==> src/rtl/ula_pkg.sv <==
// Shared ULA definitions: op encodings, op width, arbiter state type and
// the operand-hold length helper.
package ula_pkg;

    localparam int ULA_OP_W = 4;

    localparam logic [ULA_OP_W-1:0] OP_ADD  = 4'b0000;
    localparam logic [ULA_OP_W-1:0] OP_SUB  = 4'b0001;
    localparam logic [ULA_OP_W-1:0] OP_MUL  = 4'b0010;
    localparam logic [ULA_OP_W-1:0] OP_DIV  = 4'b0011;
    localparam logic [ULA_OP_W-1:0] OP_NOT  = 4'b0100;
    localparam logic [ULA_OP_W-1:0] OP_AND  = 4'b0101;
    localparam logic [ULA_OP_W-1:0] OP_OR   = 4'b0110;
    localparam logic [ULA_OP_W-1:0] OP_XOR  = 4'b0111;
    localparam logic [ULA_OP_W-1:0] OP_SLT  = 4'b1000;
    localparam logic [ULA_OP_W-1:0] OP_SGT  = 4'b1001;
    localparam logic [ULA_OP_W-1:0] OP_BEQ  = 4'b1010;
    localparam logic [ULA_OP_W-1:0] OP_BNEQ = 4'b1011;
    localparam logic [ULA_OP_W-1:0] OP_SR   = 4'b1100;
    localparam logic [ULA_OP_W-1:0] OP_SL   = 4'b1101;

    typedef enum logic {
        ST_IDLE,
        ST_EXEC
    } arb_state_e;

    // Number of EXEC cycles the operands must stay on the ULA inputs.
    function automatic logic [3:0] op_hold_cycles(
        input logic [ULA_OP_W-1:0] op,
        input int                  mul_cycles,
        input int                  div_cycles
    );
        logic [3:0] len;
        len = 4'd1;
        if (op == OP_MUL) len = 4'(mul_cycles);
        if (op == OP_DIV) len = 4'(div_cycles);
        return len;
    endfunction

endpackage

==> src/rtl/ula_rr_grant.sv <==
// Combinational two-way grant. Round-robin on last_i by default; fixed
// priority to requester 0 when ULA_ARB_FIXED_PRIO_EN is defined.
module ula_rr_grant (
    input  logic [1:0] valid_i,
`ifndef ULA_ARB_FIXED_PRIO_EN
    input  logic       last_i,
`endif
    output logic [1:0] grant_o
);

    always_comb begin
        grant_o = valid_i;
        if (valid_i == 2'b11) begin
`ifdef ULA_ARB_FIXED_PRIO_EN
            grant_o = 2'b01;
`else
            // last_i names the requester served most recently; favour the other.
            grant_o = last_i ? 2'b01 : 2'b10;
`endif
        end
    end

endmodule

==> src/rtl/ula_arbiter.sv <==
// Two-requester front end for the shared combinational ULA: grants, holds
// operands for the op's multicycle length, returns tagged registered results.
// Optional build macro: ULA_ARB_FIXED_PRIO_EN (fixed priority, no LAST).
module ula_arbiter
    import ula_pkg::*;
#(
    parameter int DATA_W     = 32,
    parameter int MUL_CYCLES = 2,
    parameter int DIV_CYCLES = 4
) (
    input  logic                  clock,
    input  logic                  reset,
    input  logic [1:0]            REQ_VALID,
    input  logic [2*ULA_OP_W-1:0] REQ_OP,
    input  logic [2*DATA_W-1:0]   REQ_A,
    input  logic [2*DATA_W-1:0]   REQ_B,
    output logic [1:0]            REQ_READY,
    output logic [1:0]            RSP_VALID,
    output logic [DATA_W-1:0]     RSP_RESULT,
    output logic [DATA_W-1:0]     RSP_RESTO,
    output logic                  RSP_ZERO,
    output logic [ULA_OP_W-1:0]   ALU_OP,
    output logic [DATA_W-1:0]     ALU_D1,
    output logic [DATA_W-1:0]     ALU_D2,
    input  logic [DATA_W-1:0]     ALU_RESULT,
    input  logic [DATA_W-1:0]     ALU_RESTO,
    input  logic                  ALU_ZERO
);

    arb_state_e          state_q, state_d;
    logic [3:0]          cnt_q, cnt_d;
    logic                owner_q, owner_d;
    logic [ULA_OP_W-1:0] alu_op_q, alu_op_d;
    logic [DATA_W-1:0]   alu_d1_q, alu_d1_d;
    logic [DATA_W-1:0]   alu_d2_q, alu_d2_d;
    logic [1:0]          rsp_valid_q, rsp_valid_d;
    logic [DATA_W-1:0]   rsp_result_q, rsp_result_d;
    logic [DATA_W-1:0]   rsp_resto_q, rsp_resto_d;
    logic                rsp_zero_q, rsp_zero_d;
`ifndef ULA_ARB_FIXED_PRIO_EN
    logic                last_q, last_d;
`endif

    logic [1:0]          grant;
    logic                sel;
    logic [ULA_OP_W-1:0] sel_op;
    logic [DATA_W-1:0]   sel_a, sel_b;
    logic [DATA_W-1:0]   cap_result, cap_resto;
    logic                cap_zero;

    ula_rr_grant u_grant (
        .valid_i (REQ_VALID),
`ifndef ULA_ARB_FIXED_PRIO_EN
        .last_i  (last_q),
`endif
        .grant_o (grant)
    );

    assign REQ_READY = (state_q == ST_IDLE) ? (REQ_VALID & grant) : 2'b00;

    assign sel    = REQ_READY[1];
    assign sel_op = sel ? REQ_OP[2*ULA_OP_W-1:ULA_OP_W] : REQ_OP[ULA_OP_W-1:0];
    assign sel_a  = sel ? REQ_A[2*DATA_W-1:DATA_W] : REQ_A[DATA_W-1:0];
    assign sel_b  = sel ? REQ_B[2*DATA_W-1:DATA_W] : REQ_B[DATA_W-1:0];

    // Divide-by-zero and the two undefined ops never use the ULA outputs.
    always_comb begin
        cap_result = ALU_RESULT;
        cap_resto  = ALU_RESTO;
        cap_zero   = ALU_ZERO;
        if (alu_op_q == OP_DIV && alu_d2_q == '0) begin
            cap_result = '1;
            cap_resto  = alu_d1_q;
            cap_zero   = 1'b0;
        end else if (alu_op_q[3:1] == 3'b111) begin
            cap_result = '0;
            cap_resto  = '0;
            cap_zero   = 1'b0;
        end
    end

    always_comb begin
        state_d      = state_q;
        cnt_d        = cnt_q;
        owner_d      = owner_q;
        alu_op_d     = alu_op_q;
        alu_d1_d     = alu_d1_q;
        alu_d2_d     = alu_d2_q;
        rsp_valid_d  = 2'b00;
        rsp_result_d = rsp_result_q;
        rsp_resto_d  = rsp_resto_q;
        rsp_zero_d   = rsp_zero_q;
`ifndef ULA_ARB_FIXED_PRIO_EN
        last_d       = last_q;
`endif
        case (state_q)
            ST_IDLE: begin
                if (|REQ_READY) begin
                    alu_op_d = sel_op;
                    alu_d1_d = sel_a;
                    alu_d2_d = sel_b;
                    owner_d  = sel;
                    cnt_d    = op_hold_cycles(sel_op, MUL_CYCLES, DIV_CYCLES) - 4'd1;
                    state_d  = ST_EXEC;
`ifndef ULA_ARB_FIXED_PRIO_EN
                    last_d   = sel;
`endif
                end
            end
            ST_EXEC: begin
                if (cnt_q == 4'd0) begin
                    rsp_valid_d  = owner_q ? 2'b10 : 2'b01;
                    rsp_result_d = cap_result;
                    rsp_resto_d  = cap_resto;
                    rsp_zero_d   = cap_zero;
                    state_d      = ST_IDLE;
                end else begin
                    cnt_d = cnt_q - 4'd1;
                end
            end
            default: state_d = ST_IDLE;
        endcase
    end

    always_ff @(posedge clock) begin
        if (reset) begin
            state_q      <= ST_IDLE;
            cnt_q        <= 4'd0;
            owner_q      <= 1'b0;
            alu_op_q     <= '0;
            alu_d1_q     <= '0;
            alu_d2_q     <= '0;
            rsp_valid_q  <= 2'b00;
            rsp_result_q <= '0;
            rsp_resto_q  <= '0;
            rsp_zero_q   <= 1'b0;
`ifndef ULA_ARB_FIXED_PRIO_EN
            last_q       <= 1'b1;
`endif
        end else begin
            state_q      <= state_d;
            cnt_q        <= cnt_d;
            owner_q      <= owner_d;
            alu_op_q     <= alu_op_d;
            alu_d1_q     <= alu_d1_d;
            alu_d2_q     <= alu_d2_d;
            rsp_valid_q  <= rsp_valid_d;
            rsp_result_q <= rsp_result_d;
            rsp_resto_q  <= rsp_resto_d;
            rsp_zero_q   <= rsp_zero_d;
`ifndef ULA_ARB_FIXED_PRIO_EN
            last_q       <= last_d;
`endif
        end
    end

    assign ALU_OP     = alu_op_q;
    assign ALU_D1     = alu_d1_q;
    assign ALU_D2     = alu_d2_q;
    assign RSP_VALID  = rsp_valid_q;
    assign RSP_RESULT = rsp_result_q;
    assign RSP_RESTO  = rsp_resto_q;
    assign RSP_ZERO   = rsp_zero_q;

endmodule

==> config.mk <==
export PLATFORM = sky130hd
export DESIGN_NAME = ula_arbiter
export DESIGN_NICKNAME = d
export VERILOG_FILES = /design/src/rtl/ula_pkg.sv /design/src/rtl/ula_rr_grant.sv /design/src/rtl/ula_arbiter.sv
export SDC_FILE = /design/constraint.sdc
export NUM_CORES = 1
export LEC_CHECK = 0
export BUFFER_PORTS_ARGS = -buffer_cell sky130_fd_sc_hd__buf_4
export CORE_AREA = 2 2 131 133
export DETAILED_ROUTE_END_ITERATION = 16
export DIE_AREA = 0 0 133 135
export PLACE_DENSITY_LB_ADDON = 0.12
export SLEW_MARGIN = 10
export SYNTH_ARGS = -nofsm -noshare
export SYNTH_HDL_FRONTEND = slang
export SYNTH_SLANG_ARGS = --single-unit
==> constraint.sdc <==
create_clock -name clock -period 2.42 [get_ports clock]
set_input_delay 0.484 -clock clock [delete_from_list [all_inputs] [get_ports clock]]
set_output_delay 0.484 -clock clock [all_outputs]
set_load 0.005 [all_outputs]
Word level (Yosys, flattened, before mapping)

Cells that the tools add are included.

Bits in registers: 142
Output and inout bits: 137

Add/subtract/negate cells: 2
Eq/ne operators: 7
Multiplexer cells: 23
Bitwise gates (word level): 3
Reduce and logical (&&, ||, !) cells: 8

Operator list:

| kind                  | number |
|---|---|
| $mux W32              | 6 |
| $logic_not A32 Y1     | 1 |
| $mux W4               | 6 |
| $eq A4 B2 Y1 const B  | 3 |
| $mux W2               | 5 |
| $pmux W4 S2           | 1 |
| $sub A4 B1 Y4 const B | 2 |
| $reduce_and A2 Y1     | 3 |
| $logic_not A4 Y1      | 1 |
| $mux W1               | 4 |
| $eq A3 B3 Y1 const B  | 1 |
| $reduce_or A3 Y1      | 1 |
| $and A2 B2 Y2         | 1 |
| $eq A2 B2 Y1 const B  | 1 |
| $ne A2 B1 Y1 const B  | 1 |
| $ne A2 B2 Y1 const B  | 1 |
| $not A1 Y1            | 2 |
| $pmux W1 S2           | 1 |
| $reduce_or A2 Y1      | 1 |
| $logic_and A1 B1 Y1   | 1 |

Depth between registers and ports, before layout

Gate-level depths: netlist of the first run.

Word-level depth: 13
Mapped depth: 10
Mapped depth without buffers: 9

Cells and area by module

From an unflattened synthesis of the first run, not the netlist that was laid out.

Cells, all modules: 801
Area total of the unflattened synthesis: 6451.2 µm²

Modules (own cells, without submodules):

| module       | times used | cells each | area each (µm²) |
|---|---|---|---|
| ula_arbiter  | 1          | 798        | 6432.4 |
| ula_rr_grant | 1          | 3          | 18.8 |

Least setup slack after synthesis of the first run

OpenSTA, ideal clock, no wires.

Kind: input port to flip-flop
Start point: input REQ_OP[6]
End point: register cnt_q[2]
Setup time: 0.086 ns
Data arrival time: 2.179 ns
Data required time: 2.334 ns
Setup slack: 0.156 ns
Stages on the path: 9
Path buffers: 0
Path through: or3b_2 > nor3_1 > nor2_1 > o31a_1 > ha_1 > xnor2_1 > a21oi_1 > o21ai_0 > a211oi_1

Cells in the longest elaborated chain, start to end: 9

Ends and longest elaborated chain:

| element                | line               | text |
|---|---|---|
| start: declaration     | ula_arbiter.sv:14  | `input logic [2*ULA_OP_W-1:0] REQ_OP,` |
| $mux W4 *              | ula_arbiter.sv:62  | `assign sel_op = sel ? REQ_OP[2*ULA_OP_W-1:ULA_OP_W] : REQ_OP[ULA_OP_W-1:0];` |
| $eq A4 B2 Y1           | ula_pkg.sv:35      | `if (op == OP_MUL) len = 4'(mul_cycles);` |
| $mux W2                | ula_pkg.sv:35      |  |
| $mux W4 *              | ula_pkg.sv:36      | `if (op == OP_DIV) len = 4'(div_cycles);` |
| $mux W4 *              | ula_arbiter.sv:98  | `if (\|REQ_READY) begin` |
| $mux W4 *              | ula_arbiter.sv:96  | `case (state_q)` |
| $sub A4 B1 Y4 *        | ula_arbiter.sv:103 | `cnt_d = op_hold_cycles(sel_op, MUL_CYCLES, DIV_CYCLES) - 4'd1;` |
| $mux W4 *              | ula_arbiter.sv:98  |  |
| $pmux W4 S2 *          | ula_arbiter.sv:96  |  |
| end signal: assignment | ula_arbiter.sv:142 | `cnt_q <= cnt_d;` |
| end: declaration       | ula_arbiter.sv:31  | `logic [3:0] cnt_q, cnt_d;` |

Mark *: on every way between the ends. The rest lies on a longest branch, timed or not. The select of a mux whose other input is x is not followed.
A chain may end at the register's enable or synchronous reset.

Worst setup path in the final report of the first run

Start point: register state_q
End point: output REQ_READY[1]

Cells in the longest elaborated chain, start to end: 1

Ends and longest elaborated chain:

| element                  | line               | text |
|---|---|---|
| start: declaration       | ula_arbiter.sv:30  | `arb_state_e state_q, state_d;` |
| start signal: assignment | ula_arbiter.sv:141 | `state_q <= state_d;` |
| $mux W2                  | ula_arbiter.sv:59  | `assign REQ_READY = (state_q == ST_IDLE) ? (REQ_VALID & grant) : 2'b00;` |
| end: declaration         | ula_arbiter.sv:17  | `output logic [1:0] REQ_READY,` |

Every way passes these cells.

==> results of run 1 <==
-- worst paths after layout --
path | start | cells past startpoint | endpoint
worst max-delay path | state_q$_SDFF_PP0_ | 5 | REQ_READY[1]
worst min-delay path | REQ_B[18] | 3 | ALU_D2[18]$_SDFFE_PP0P_
worst max register to register | state_q$_SDFF_PP0_ | 9 | cnt_q[2]$_SDFFE_PP0P_
worst min register to register | owner_q$_SDFFE_PP0P_ | 1 | RSP_VALID[0]$_SDFF_PP0_
-- logic make-up after synthesis --
family | count (synthesis)
buf+inv | 89
flops | 142
simple gates | 247
compound gates | 248
fa+ha+maj | 1
xor+xnor | 1
-- power by group through the flow --
stage	clock, mW	combinational (mW)	sequential (mW)
floorplan	0	0.795	2.90
global placement	0	1.79	2.92
detailed placement	0	1.79	2.93
CTS	2.58	1.80	2.88
global route	2.69	1.96	2.93
finish	2.55	1.79	2.89
-- layer usage --
metal  GRT usage (%)  vias to the layer above  wire (µm)
li1                -                     3382          -
met1            31.7                     3340       9800
met2            44.3                      295      11600
met3            7.58                       28       1980
met4            7.47                        0        382
met5               0                        -          0
-- synthesized netlist by cell type (all sizes together), types with 14 or more instances --
cell type	n	area, µm²
dfxtp	142	2840
nand4	33	206
o21ai	34	170
a21oi	35	175
o22ai	64	400
a211oi	35	313
o311ai	32	280
a31oi	31	194
buf	14	95.1
nand2	15	56.3
nor2	104	390
clkbuf	69	259
nor3	67	347
-- layout make-up --
class	count	area (µm²)
clock inverter	11	119
multi-input combinational	497	2930
inverter	6	22.5
clock buffer	20	447
sequential	142	2840
tap	220	275
timing repair buffer	370	2870
fill	1581	6910
-- tightest hold or removal path: stages --
cell	delay, ns
buf_4	0.08
nor2_1	0.03
nor3_1	0.10
-- placed cells by master, fill, tap and decap left out, types with 5 or more instances in the layout --
cell type / n
a31oi_1: 31
nor4_1: 6
inv_1: 6
a21oi_1: 35
nand4_1: 33
buf_4: 363
a211oi_2: 10
a311oi_1: 5
dfxtp_1: 142
o22ai_1: 64
nand2_1: 14
a211oi_1: 25
nor3_1: 66
o21ai_0: 34
buf_12: 7
nor2_1: 104
o311ai_1: 32
clkbuf_16: 17
-- state kept, by name (all words and copies together) (netlist names) --
signal / count
owner_q: 1
ALU_D1: 32
state_q: 1
ALU_D2: 32
RSP_RESULT: 32
cnt_q: 4
RSP_ZERO: 1
RSP_RESTO: 32
ALU_OP: 4
last_q: 1
RSP_VALID: 2
==> metrics.yaml, run 1 <==
cts:
  clk_pin_slew_ns: 0.06
  cts.sinks: 142
  clock_path_buffers: 2
  cts_tree: "done"
  ctsResizeCount: 0
  numCtsBuffers: 17
  cts_setup_buffers: 0
  clk_latency_ns: 0.42
  cts_max_level: 4
  root_buffer: "clkbuf_16"
  hold_buffers: 0
routing:
  wl_per_cell_um: 18.8
  drc: 0
  routed_via_density: 5.56
  ant_nets: 0
  drt_iter0_markers: 585
  num_vias: 7045
  firstDrtPassIters: 5
  drt-total-wl_um: 23800
placement:
  place.gp.congestion: 0.826
  io_buffers: 341
  place_area_um2: 8930
  post-place-ws_ns: -0.109
  dp_hpwl_um: 16500
  dp.cells: 1235
synth:
  synth_cells: 728
  synthXorXnorAreaFrac_pct: 0.143
  synthFlopType: "dfxtp_1"
  synth_top_family_by_area: "compound AO/OA/AOI/OAI gates"
  syn_avg_cell_area_um2: 8.42
  syn_area_um2: 6130
  async_reset_ff_share_pct: 0
  seq_area_frac_synth_pct: 46.4
  synth_warnings: 0
  synth_mux_area_share_pct: 0
  synth.net_count: 934
  synth_compound_area_share_pct: 27.4
  synth_edf_count: 0
  ys_types: 46
  synth-simple-area-share_pct: 19.7
  synth_adder_area_share_pct: 0.204
  synth-seq-cells: 142
timing:
  max_slew.worst_pin.slew_ns: 0.585
  slew_violations: 0
  tns_ns: 0
  slew_headroom_pct: 60.7
  fmax_ghz: 0.439
  fin_skew_ns: 0.00956
  min_period_ns: 2.28
  setup_ws_ns: 0.145
  rsz0062_at_grt: "false"
  hold_violations: 0
  fin_crit_sh_pct: 94.0
  whs_ns: 0.323
  setup_viol: 0
pwr:
  pwr-share-clk_pct: 35.3
  finalPower_mw: 7.22
  seq_power_share_pct: 40.0
  p_comb_share_pct: 24.8
  p_sw_share_pct: 28.9
  p_leak_nw: 4.07
  switchingPower_mw: 2.08
  intPower_mw: 5.14
  powerDensity_nw_per_um2: 760
  max-vdd-ir-drop_uv: 479
setup_path:
  path_delay_family: "buffers and inverters"
  worstPathCellList: "nor2b_1 > nand2_2 > buf_4 > inv_1 > buf_4"
  path_max_fanout: 25
  regToRegSetupSlack_ns: 0.25
  slowest_stage: "dfxtp_1"
  crit_required_ns: 1.94
  critPathMostFrequentCell: "buf_4"
  cpPeakStageDelay_ns: 0.55
  crit_arrival_ns: 1.79
  crit_buf_inv: 3
  worstSetupPathType: "register to output pin"
  worstSetupStartpointType: "register"
  endpoint_kind: "output pin"
final_layout:
  fin_cells: 1266
  area_delta_synth_final_pct: 54.9
  stdcell_area_um2: 9500
  nets: 1240
  drive_gt1_share_pct: 40.2
  antenna_cells: 0
  fin_util_pct: 57.9
grt:
  grt-ovfl-total: 0
  grt_pass1_wl_um: 36900
  antenna_found_initial: 0
  grt_pass1_vias: 6807
  grt_max_degree: 66
  track_usage_pct: 25.9
floorplan:
  die_h_um: 135
  core_area_um2: 16400
  start_util_pct: 37.4
  ios: 342
  die_area_um2: 18000
  rows: 47
  fp.dieW_um: 133
min_path:
  min_path_type: "primary input to register"
job:
  cap_violations: 0
status:
  status: "finished, final reports clean"
(Power assumes the default switching activity.)
==> inputs of run 2 (changes only) <==
--- a/config.mk
+++ b/config.mk
@@ -14,3 +14,4 @@
 export SYNTH_ARGS = -nofsm -noshare
 export SYNTH_HDL_FRONTEND = slang
 export SYNTH_SLANG_ARGS = --single-unit
+export TNS_END_PERCENT = 50
==> constraint.sdc (replaced) <==
create_clock -name clock -period 2.1 [get_ports clock]
set_input_delay 0.42 -clock clock [delete_from_list [all_inputs] [get_ports clock]]
set_output_delay 0.42 -clock clock [all_outputs]
set_load 0.005 [all_outputs]
==> run 2 against run 1 <==
  * Final cell count unchanged
  * Sequential power rose by 15%
  * Worst setup slack got worse by 0.083 ns
  * Via count rose by 0.62%
  * Clock-buffer cell count grew 1
  * Combinational power increased by 19%
  * Global-route usage increased by 0.065 points
  * Sequential share of layout area fell by 0.61 points
  * Core utilization increased by 1.2 points
  * Die area did not move
  * Clock power grew 29%
  * First-iteration DRC count decreased by 3.8%
==> metrics.yaml, run 2 (same netlist as run 1, synthesis figures left out) <==
min_path:
  hold_depth: 3  # unchanged
  min_path_type: "primary input to register"
pwr:
  max-vdd-ir-drop_uv: 556  # +16%
  powerDensity_nw_per_um2: 900  # +18%
  p_leak_nw: 4.15  # +2.0%
  p_sw_share_pct: 27.9  # -0.95 points
  switchingPower_mw: 2.43  # +17%
  seq_power_share_pct: 38.0  # -2.0 points
  pwr-share-clk_pct: 37.6  # +2.3 points
  p_comb_share_pct: 24.4  # -0.4 points
  intPower_mw: 6.29  # +22%
placement:
  place_area_um2: 9000  # +0.73%
  dp_hpwl_um: 16000  # -3.1%
  place.gp.congestion: 0.821  # -0.59%
  io_buffers: 341  # unchanged
  dp.cells: 1234  # -0.081%
setup_path:
  cpPeakStageDelay_ns: 0.59  # +0.04 ns
  slowest_stage: "or4_4"
  path_max_fanout: 16  # -36%
  path_delay_family: "simple AND/OR/NAND/NOR gates"
  cp_num_cells: 4  # -1
  worstRegToRegCells: 4  # -5
  worstPathCellList: "or4_4 > or3_4 > o311ai_1 > a31oi_1"
  worstSetupPathType: "register to register"
  crit_arrival_ns: 2.33  # +0.54 ns
  endpoint_kind: "register"
  crit_required_ns: 2.39  # +0.45 ns
  worstSetupStartpointType: "register"
  crit_buf_inv: 0  # -3
floorplan:
  die_area_um2: 18000  # unchanged
  die_h_um: 135  # unchanged
  start_util_pct: 37.4  # unchanged
  rows: 47  # unchanged
  fp.dieW_um: 133  # unchanged
  core_area_um2: 16400  # unchanged
  ios: 342  # unchanged
timing:
  fin_skew_ns: 0.00911  # -0.000449 ns
  max_slew.worst_pin.slew_ns: 0.559  # -0.0254 ns
  min_period_ns: 2.04
  rsz0062_at_grt: "true"
  hold_violations: 0  # unchanged
  fmax_ghz: 0.490
  whs_ns: 0.254  # -0.0690 ns
  slew_headroom_pct: 62.2  # +1.5 points
  fin_crit_sh_pct: 97.1
  setup_viol: 0  # unchanged
  slew_violations: 0  # unchanged
routing:
  routed_via_density: 5.60  # +0.62%
  ant_nets: 0  # unchanged
  num_vias: 7089  # +0.62%
  firstDrtPassIters: 5  # unchanged
  wl_per_cell_um: 19.5  # +3.6%
  drc: 0  # unchanged
  drt_iter0_markers: 563  # -3.8%
  drt-total-wl_um: 24600  # +3.6%
final_layout:
  final_common_cell: "buf_4"
  nets: 1241  # +0.081%
  fin_cells: 1266  # unchanged
  drive_gt1_share_pct: 40.8  # +0.57 points
  area_delta_synth_final_pct: 58.1
  antenna_cells: 0  # unchanged
  mostFrequentLayoutCells: "buf_4 (357), dfxtp_1 (142), nor2_1 (104), nor3_1 (65), o22ai_1 (64)"
  fin_util_pct: 59.1  # +1.2 points
  stdcell_area_um2: 9700  # +2.1%
job:
  cap_violations: 0  # unchanged
cts:
  cts_tree: "done"
  numCtsBuffers: 17  # unchanged
  cts_setup_buffers: 0  # unchanged
  clk_latency_ns: 0.42  # about the same
  clock_path_buffers: 2  # unchanged
  cts_max_level: 4  # unchanged
  clk_pin_slew_ns: 0.06  # about the same
  root_buffer: "clkbuf_16"
  ctsResizeCount: 0  # unchanged
  hold_buffers: 0  # unchanged
  cts.sinks: 142  # unchanged
grt:
  grt-ovfl-total: 0  # unchanged
  antenna_found_initial: 0  # unchanged
  grt_max_degree: 107  # +62%
  track_usage_pct: 25.9  # +0.065 points
  grt_pass1_wl_um: 37000  # +0.19%
  grt_pass1_vias: 6801  # -0.088%
status:
  status: "finished, final reports clean"
run 2: power groups by stage:
stage	clock (mW)	sequential [mW]	combinational [mW]
after floorplan	0	3.35	0.919
after global placement	0	3.36	2.09
after detailed placement	0	3.37	2.09
after CTS	3.33	3.31	2.10
after global routing	3.44	3.36	2.32
final	3.28	3.31	2.13
run 2: area by class of cell:
cell class	instances	area [µm²]
Tap cell	220	275
Inverter	6	22.5
Clock buffer	21	480
Clock inverter	9	158
Fill cell	1542	6710
Sequential cell	142	2840
Multi-Input combinational cell	498	2960
Timing Repair Buffer	370	2950
run 2: metal layers:
metal	GRT usage, %	up-vias	part of all wire, %
li1	-	3391	-
met1	33.3	3328	41
met2	42.3	333	49
met3	6.34	37	8.1
met4	9.80	0	2.4
met5	0	-	0
run 2: stage by stage:
| stage | setup TNS [ns] | setup WS [ns] | power, mW |
|---|---|---|---|
| after detailed placement | -0.144 | -0.144 | 5.46 |
| after global routing | -0.0834 | -0.0247 | 9.13 |
| after CTS | 0 | 0.00568 | 8.74 |
| final | 0 | 0.0612 | 8.72 |
| after global placement | -0.162 | -0.162 | 5.45 |
| after floorplan | 0 | 0.0482 | 4.27 |
run 2: worst paths after layout:
path / start / slack (ns) / endpoint
max: ALU_D2[5]$_SDFFE_PP0P_ / 0.06 / RSP_RESTO[10]$_SDFFE_PP0P_
min: REQ_A[26] / 0.25 / ALU_D1[26]$_SDFFE_PP0P_
max reg2reg: ALU_D2[5]$_SDFFE_PP0P_ / 0.06 / RSP_RESTO[10]$_SDFFE_PP0P_
min reg2reg: owner_q$_SDFFE_PP0P_ / 0.46 / RSP_VALID[0]$_SDFF_PP0_
run 2: tightest hold or removal path, cell delays in order:
cell and delay, ns:
buf_4 0.08, nor2_1 0.03, nor3_1 0.10
